### config.mk
export PLATFORM = sky130hd
export DESIGN_NAME = tans_hf_recoder
export DESIGN_NICKNAME = d
export VERILOG_FILES = /design/src/rtl/tans_hf_recoder.sv
export SDC_FILE = /design/constraint.sdc
export NUM_CORES = 1
export LEC_CHECK = 0
export CORE_ASPECT_RATIO = 1.2
export CORE_MARGIN = 2
export CORE_UTILIZATION = 40
export DETAILED_ROUTE_END_ITERATION = 6
export DONT_BUFFER_PORTS = 1
export SYNTH_ARGS = -nofsm -noshare
export SYNTH_HDL_FRONTEND = slang
export SYNTH_SLANG_ARGS = --single-unit
### constraint.sdc
create_clock -name PHI -period 3.3 [get_ports PHI]
set_input_delay 0.825 -clock PHI [delete_from_list [all_inputs] [get_ports PHI]]
set_output_delay 0.825 -clock PHI [all_outputs]
set_load 0.02 [all_outputs]
### src/rtl/tans_hf_recoder.sv
// tANS -> Huffman decode-side recoder: walks the tANS state backwards from the
// encoder's final state, pulling renormalisation chunks and emitting Huffman bits.
module tans_hf_recoder #(
  parameter int NSYM_W = 8
) (
  input  logic              PHI,
  input  logic              RST,
  input  logic              I_F,
  input  logic [3:0]        init_state,
  input  logic [NSYM_W-1:0] n_sym,
  output logic [1:0]        BTR,
  output logic              bits_rdy,
  input  logic              bits_vld,
  input  logic [1:0]        bits_in,
  output logic              o_stream,
  output logic              o_vld,
  output logic              busy,
  output logic              done,
  output logic [3:0]        final_state
);

  typedef enum logic [1:0] {IDLE, EMIT, FETCH, DONE} fsm_t;

  fsm_t              fsm;
  logic [3:0]        state;
  logic [NSYM_W-1:0] cnt;
  logic              bit_idx;
  logic [3:0]        nxt;
  logic [3:0]        ld;

  // state[2]=0 selects A (slot i=state[1:0], x_s=4+i); state[2]=1 selects B/C with
  // x_s=2+state[0]. Shifting x_s left by nb and appending the chunk lands in 8..15.
  function automatic logic [3:0] next_state_f(input logic [3:0] s, input logic [1:0] b);
    return s[2] ? {1'b1, s[0], b} : {1'b1, s[1:0], b[0]};
  endfunction

  // Code length equals renormalisation width: A is 1 bit, B/C are 2 bits.
  function automatic logic [1:0] nb_f(input logic [3:0] s);
    return s[2] ? 2'd2 : 2'd1;
  endfunction

  assign nxt = next_state_f(state, bits_in);
  assign ld  = init_state | 4'b1000;

  always_ff @(posedge PHI or posedge RST) begin
    if (RST) begin
      fsm         <= IDLE;
      state       <= '0;
      cnt         <= '0;
      bit_idx     <= 1'b0;
      BTR         <= '0;
      bits_rdy    <= 1'b0;
      o_stream    <= 1'b0;
      o_vld       <= 1'b0;
      busy        <= 1'b0;
      done        <= 1'b0;
      final_state <= '0;
    end else begin
      done <= 1'b0;
      case (fsm)
        IDLE, DONE: begin
          fsm      <= IDLE;
          busy     <= 1'b0;
          o_vld    <= 1'b0;
          o_stream <= 1'b0;
          BTR      <= '0;
          bits_rdy <= 1'b0;
          if (I_F) begin
            state   <= ld;
            cnt     <= n_sym;
            bit_idx <= 1'b0;
            if (n_sym == '0) begin
              fsm         <= DONE;
              done        <= 1'b1;
              final_state <= ld;
            end else begin
              fsm      <= EMIT;
              busy     <= 1'b1;
              o_vld    <= 1'b1;
              o_stream <= ld[2];
            end
          end
        end
        // Huffman bits: first bit is state[2] (A=0, B/C=1), second is state[1] (B=0, C=1).
        EMIT: begin
          if (state[2] && !bit_idx) begin
            bit_idx  <= 1'b1;
            o_stream <= state[1];
          end else begin
            fsm      <= FETCH;
            o_vld    <= 1'b0;
            o_stream <= 1'b0;
            bits_rdy <= 1'b1;
            BTR      <= nb_f(state);
          end
        end
        FETCH: begin
          if (bits_vld) begin
            state    <= nxt;
            cnt      <= cnt - NSYM_W'(1);
            bits_rdy <= 1'b0;
            BTR      <= '0;
            bit_idx  <= 1'b0;
            if (cnt == NSYM_W'(1)) begin
              fsm         <= DONE;
              done        <= 1'b1;
              busy        <= 1'b0;
              final_state <= nxt;
            end else begin
              fsm      <= EMIT;
              o_vld    <= 1'b1;
              o_stream <= nxt[2];
            end
          end
        end
        default: fsm <= IDLE;
      endcase
    end
  end

endmodule
==> metrics.txt, run 1 <==
Worst-Margin Slew 953 ps; multi-input logic area 701 sq um; Die ar. a little under 4000 sq um; Yosys reg bits 25; first-pass GRT wire length between 4000 and 5000 um; fill count around 340; vias in the first global route ~1100; Worst setup EP type flip-flop; antenna cells 0; Placer Congestion just under 0.9; first-pass iteration count of the detailed router 5; GRT Total Usage 16.2%; die height between 60 and 70 um; post-synthesis mux area share 5.39%; fmax approximately 410 MHz; # clock sinks 25; WL/cell 15.4 um; clk_skew 1.38 ps; Crit Path Max Fanout 9; Final Power approximately 0.0016 W; Non-Filler Instances 192; Starting Density a little over two fifths; FF/Latch Area about 630 sq um; final core utilization a little over two fifths; hold crit path type flip-flop to flip-flop; total CTS buffers 3; Layout Nets approximately 180; antenna violation net count after detailed routing 0; detailed placement HPWL 2220 um; Rel. slew slack a little over a third; Longest Clk Path Bufs 2; largest family of logic cells by synthesized area simple AND/OR/NAND/NOR gates; EDFF count, synth 0; Post-Place Worst Slack about 870 ps; Pins Over Slew Limit 0; global route overflow 0; kind of critical path flip-flop to flip-flop; Post-Syn Nets between 150 and 200; final hold vios 0; Synth Instances roughly 160; routed vias/inst about 5.8; CTS root buf clkbuf_8; Iter 0 DRT Violations 58; worst vdd ir between 0.4 and 0.5 mV; CP Launch Type flip-flop; register area share after synthesis ~45%; syn_area_per_cell just under 9 sq um; Synth warnings 0; XOR/XNOR share of the synthesized area 0%; CORE AREA ~3300 sq um; chip width 57.9 um; DRC viols 0; Setup Buffers After CTS 0; total placed cells including tap cells about 190; growth of design area from synthesis to finish 5.30%; Leak roughly 0.62 nW; crit path time final 2430 ps; cts repair resizes 0; H-tree level count 1; Final Worst Setup Slack roughly 870 ps; post-route setup TNS 0 ps; RSZ-0062 raised after global routing false; Post-Syn Area approximately 1400 sq um; max-cap check violation count 0; routed vias between 1000 and 1500; drt total wl roughly 3000 um; Rows 23; Synth Area in Compound Gates around a fifth; async set-or-reset flop fraction in the synthesized netlist 100%; Synth Area in Adders 3.59%; Worst Path Required approximately 3500 ps; CTS tree done; Worst-path clk slew about 90 ps; Cell variety after synth 33; Period Utilization, post-route between 70% and 80%; setup violators final 0; most frequent cells in the layout 25 x dfrtp_1, 20 x nand2_1, 18 x a21oi_1; outcome finished clean; clk_lat worst skew ~270 ps; Arr. time, crit path approximately 2600 ps; # hold bufs at CTS 0; initial antenna violation count 0; post-synthesis simple-gate area fraction between 20% and 30%; power density over cell area between 1000 and 1500 nW/um^2; io pins 29; largest net degree at the start of global routing 31; Top FF cell, synth dfrtp_1; # port buffers 0; commonest non-fill, non-tap cell in the layout dfrtp_1; layout cell share with drive strength beyond 1 under 10%
## critical path: stages (launching register included)
cell     delay (ps)
dfrtp_1         360
inv_1            60
ha_1            390
nor2b_1         220
nor3_1          770
buf_4           290
and3_1          160
a21oi_1          40
o21ai_0          80
## flip-flops by register name, summed over array words and instances (netlist names)
name         count
bit_idx          1
final_state      4
state            3
o_vld            1
cnt              8
o_stream         1
bits_rdy         1
fsm              2
done             1
BTR              2
busy             1
## layout make-up
class                   count  share of cell area (%)
well taps                  37                    3.16
repair buffers              2                    1.02
multi-input cells         115                    47.8
flip-flops and latches     25                    42.7
inverters                   9                    2.30
clock buffers               4                    3.07
## kinds of logic (layout without fill, tap and decap cells)
logic type | Yosys count | in the layout
compound gates | 47 | 47
simple gates | 57 | 57
mux | 7 | 7
buf+inv | 17 | 15
fa+ha+maj | 4 | 4
flops | 25 | 25
## routing by layer
layer / wire length, um / track usage, % / vias to the layer above
met5: 0 / 0 / -
met4: 69 / 8.14 / 0
met3: 140 / 3.17 / 7
met2: 1500 / 27.3 / 34
met1: 1250 / 19.7 / 526
li1: - / - / 549
## final timing paths
| check | depth (start not counted) | from | slack, ps | endpoint |
|---|---|---|---|---|
| worst min-delay path | 2 | cnt[1] | 520 | cnt[1] |
| worst max register to register | 8 | fsm[0] | 870 | cnt[0] |
| min in group asynchronous | 1 | RST | 650 | final_state[3] |
| worst max-delay path | 8 | fsm[0] | 870 | cnt[0] |
| max in group asynchronous | 1 | RST | 2070 | final_state[2] |
| worst min register to register | 2 | cnt[1] | 520 | cnt[1] |
## per-stage QoR
step | area (sq um) | hold WS [ps]
after floorplan | 1390 | 465
after global placement | 1420 | 491
after detailed placement | 1420 | 502
after CTS | 1470 | 523
after global routing | 1470 | 555
final | 1470 | 521
## cell usage after synthesis, types with 2 or more instances
master    number  area (sq um)
nand2_1       20          75.1
o31ai_1        4          30.0
buf_2          2          10.0
nand3_1        4          20.0
nand2b_1       4          25.0
o21ai_0       14          70.1
nor2_1        10          37.5
mux2i_1        3          30.0
nor3_1         3          15.0
a21oi_1       18          90.1
or4_1          2          15.0
o22ai_1        6          37.5
mux2_1         2          22.5
clkbuf_1       5          18.8
ha_1           4          50.1
mux2_2         2          22.5
nor2_2         2          12.5
nor2b_1        3          18.8
dfrtp_1       25           626
or3_1          3          18.8
inv_1          9          33.8
## power breakdown
group	internal [W]	switching (W)	leakage [nW]
Sequential	0.000448	0.000182	0.301
Combinational	0.000319	0.000465	0.292
Clock	0.0000865	0.0000982	0.0228
No activity file was read; power rests on OpenSTA's default activity.
==> run 2: changes to the inputs <==
clock period = 2.4 ns   (was 3.3 ns; I/O delays follow)
==> run 2 against run 1 <==
- sequential share of layout area decreased by 0.89 points
- first-iteration DRC count is 1.7% higher
- combinational power is 42% higher
- final area grew 2.1%
- utilization rose by 0.94 points
- clock-buffer cell count is 1 lower
- via count is 0.90% higher
- total power increased by 40%
- largest power group unchanged
- highest routed layer unchanged
==> metrics.txt, run 2 (same netlist as run 1, synthesis figures left out) <==
reg2reg start cnt[3]; cts repair resizes 0 (unchanged); Worst-path clk slew 90 ps (about the same); CP Launch Type flip-flop; clock share of power 11.6% (about the same); crit path time final 2110 ps (-319 ps); Top Registers cnt: 8 flops, final_state: 4 flops, state: 3 flops; Die ar. 3970 sq um (unchanged); Pins Over Slew Limit 0 (unchanged); final hold vios 0 (unchanged); Period Utilization, post-route 88.0% (+14 points); RSZ-0062 raised after global routing false; Placer Congestion 0.900 (+2.2%); commonest non-fill, non-tap cell in the layout dfrtp_1; growth of design area from synthesis to finish 7.55%; kind of critical path flip-flop to flip-flop; initial antenna violation count 0 (unchanged); setup violators final 0 (unchanged); Logic pwr share 49.8% (+0.8 points); Rel. slew slack 70.0% (+34 points); detailed placement HPWL 2290 um (+3.2%); # hold bufs at CTS 0 (unchanged); global route overflow 0 (unchanged); layout cell share with drive strength beyond 1 11.9% (+2.9 points); Starting Density 41.7% (unchanged); CTS tree done; first-pass iteration count of the detailed router 4 (-1); DR top layer met4; outcome finished clean; clk_lat worst skew 280 ps (about the same); Worst-Margin Slew 447 ps (-506 ps); WL/cell 15.0 um (-2.5%); max-cap check violation count 0 (unchanged); Routed met3 length 127 um (-9.3%); first-pass GRT wire length 4690 um (-4.2%); die height 68.6 um (unchanged); H-tree level count 1 (unchanged); # clock sinks 25 (unchanged); antenna violation net count after detailed routing 0 (unchanged); # port buffers 0 (unchanged); Final Worst Setup Slack 288 ps (-581 ps); DRC viols 0 (unchanged); clk_skew 4.23 ps (+2.85 ps); most frequent cells in the layout 25 x dfrtp_1, 20 x nand2_1, 18 x a21oi_1; total CTS buffers 3 (unchanged); Sequential Power Share 38.6% (-0.8 points); routed vias 1126 (+0.90%); WL met2 1540 um (+2.7%); antenna cells 0 (unchanged); Arr. time, crit path 2280 ps (-340 ps); routed length on met1 1230 um (-1.8%); hold crit path type primary input to async pin; CP Launch Point cnt[3]; switching power 0.00103 W (+39%); Rows 23 (unchanged); Layout Nets 182 (+2.2%); Setup Buffers After CTS 0 (unchanged); Net Sw Frac 46.2% (-0.43 points); Top reg by flops cnt; worst vdd ir 0.689 mV (+60%); drt total wl 2950 um (-0.44%); CTS root buf clkbuf_8; Crit Path Max Fanout 7 (-2); Longest Clk Path Bufs 2 (unchanged); Leak 0.639 nW (+3.7%); Worst setup EP type flip-flop; fill count 322 (-4.5%); largest net degree at the start of global routing 30 (-3.2%); post-route setup TNS 0 ps (unchanged); io pins 29 (unchanged); Iter 0 DRT Violations 59 (+1.7%); fmax 473 MHz (+15%); vias in the first global route 1062 (-1.5%); max FFs per register 8 (unchanged); CORE AREA 3340 sq um (unchanged); GRT Total Usage 15.9% (-0.28 points); Post-Place Worst Slack 259 ps (-614 ps); chip width 57.9 um (unchanged); power density over cell area 1500 nW/um^2 (+37%); Worst Path Required 2570 ps (-920 ps); Int Power 0.00121 W (+41%); routed vias/inst 5.74 (-1.2%)
==> run 2: per-layer routing <==
metal,track usage [%],vias up
met4,8.14,0
met3,3.92,5
met1,17.5,539
met2,28.4,26
li1,-,556
met5,0,-
==> run 2: layout make-up <==
class | instances | area [sq um] | share of cell area [%]
clock buffer | 3 | 41.3 | 2.76
sequential | 25 | 626 | 41.8
inverter | 9 | 33.8 | 2.26
tap | 37 | 46.3 | 3.09
timing repair buffer | 6 | 45.0 | 3.01
clock inverter | 1 | 5.00 | 0.334
multi-input combinational | 115 | 701 | 46.8
==> run 2: path summary, 6_finish.rpt <==
kind,end,slack (ps),cells after the start
max in group asynchronous,cnt[5],1660,2
min in group PHI,cnt[0],460,2
setup reg to reg,final_state[2],290,5
hold / removal,bit_idx,190,1
hold reg to reg,state[1],520,2
setup / recovery,final_state[2],290,5
==> run 2: power by group through the flow <==
| stage | Sequential (W) | Clock (W) | Combinational (W) |
|---|---|---|---|
| 5_1_grt | 0.000892 | 0.000279 | 0.00127 |
| 3_5_place_dp | 0.000880 | 0 | 0.00112 |
| 6_report | 0.000865 | 0.000260 | 0.00111 |
| 2_1_floorplan | 0.000819 | 0 | 0.000897 |
| 4_1_cts | 0.000870 | 0.000262 | 0.00112 |
| 3_3_place_gp | 0.000871 | 0 | 0.00109 |
==> run 2: stage by stage <==
stage / util (%) / hold WS, ps / instance area, sq um / total power (W) / cells
2_1_floorplan: - / 465 / 1390 / 0.00172 / 157
3_3_place_gp: 43.5 / 491 / 1450 / 0.00196 / 192
3_5_place_dp: 43.5 / 498 / 1450 / 0.00200 / 192
4_1_cts: 44.9 / 208 / 1500 / 0.00226 / 196
5_1_grt: 44.9 / 225 / 1500 / 0.00244 / 196
6_report: 44.9 / 187 / 1500 / 0.00224 / 196
==> run 2: worst max-delay path, cell delays in order, from the launching register on <==
cell,delay [ps]
dfrtp_1,450
or4_4,580
nor4b_4,250
a31oi_2,180
nor2_2,190
mux2_2,350
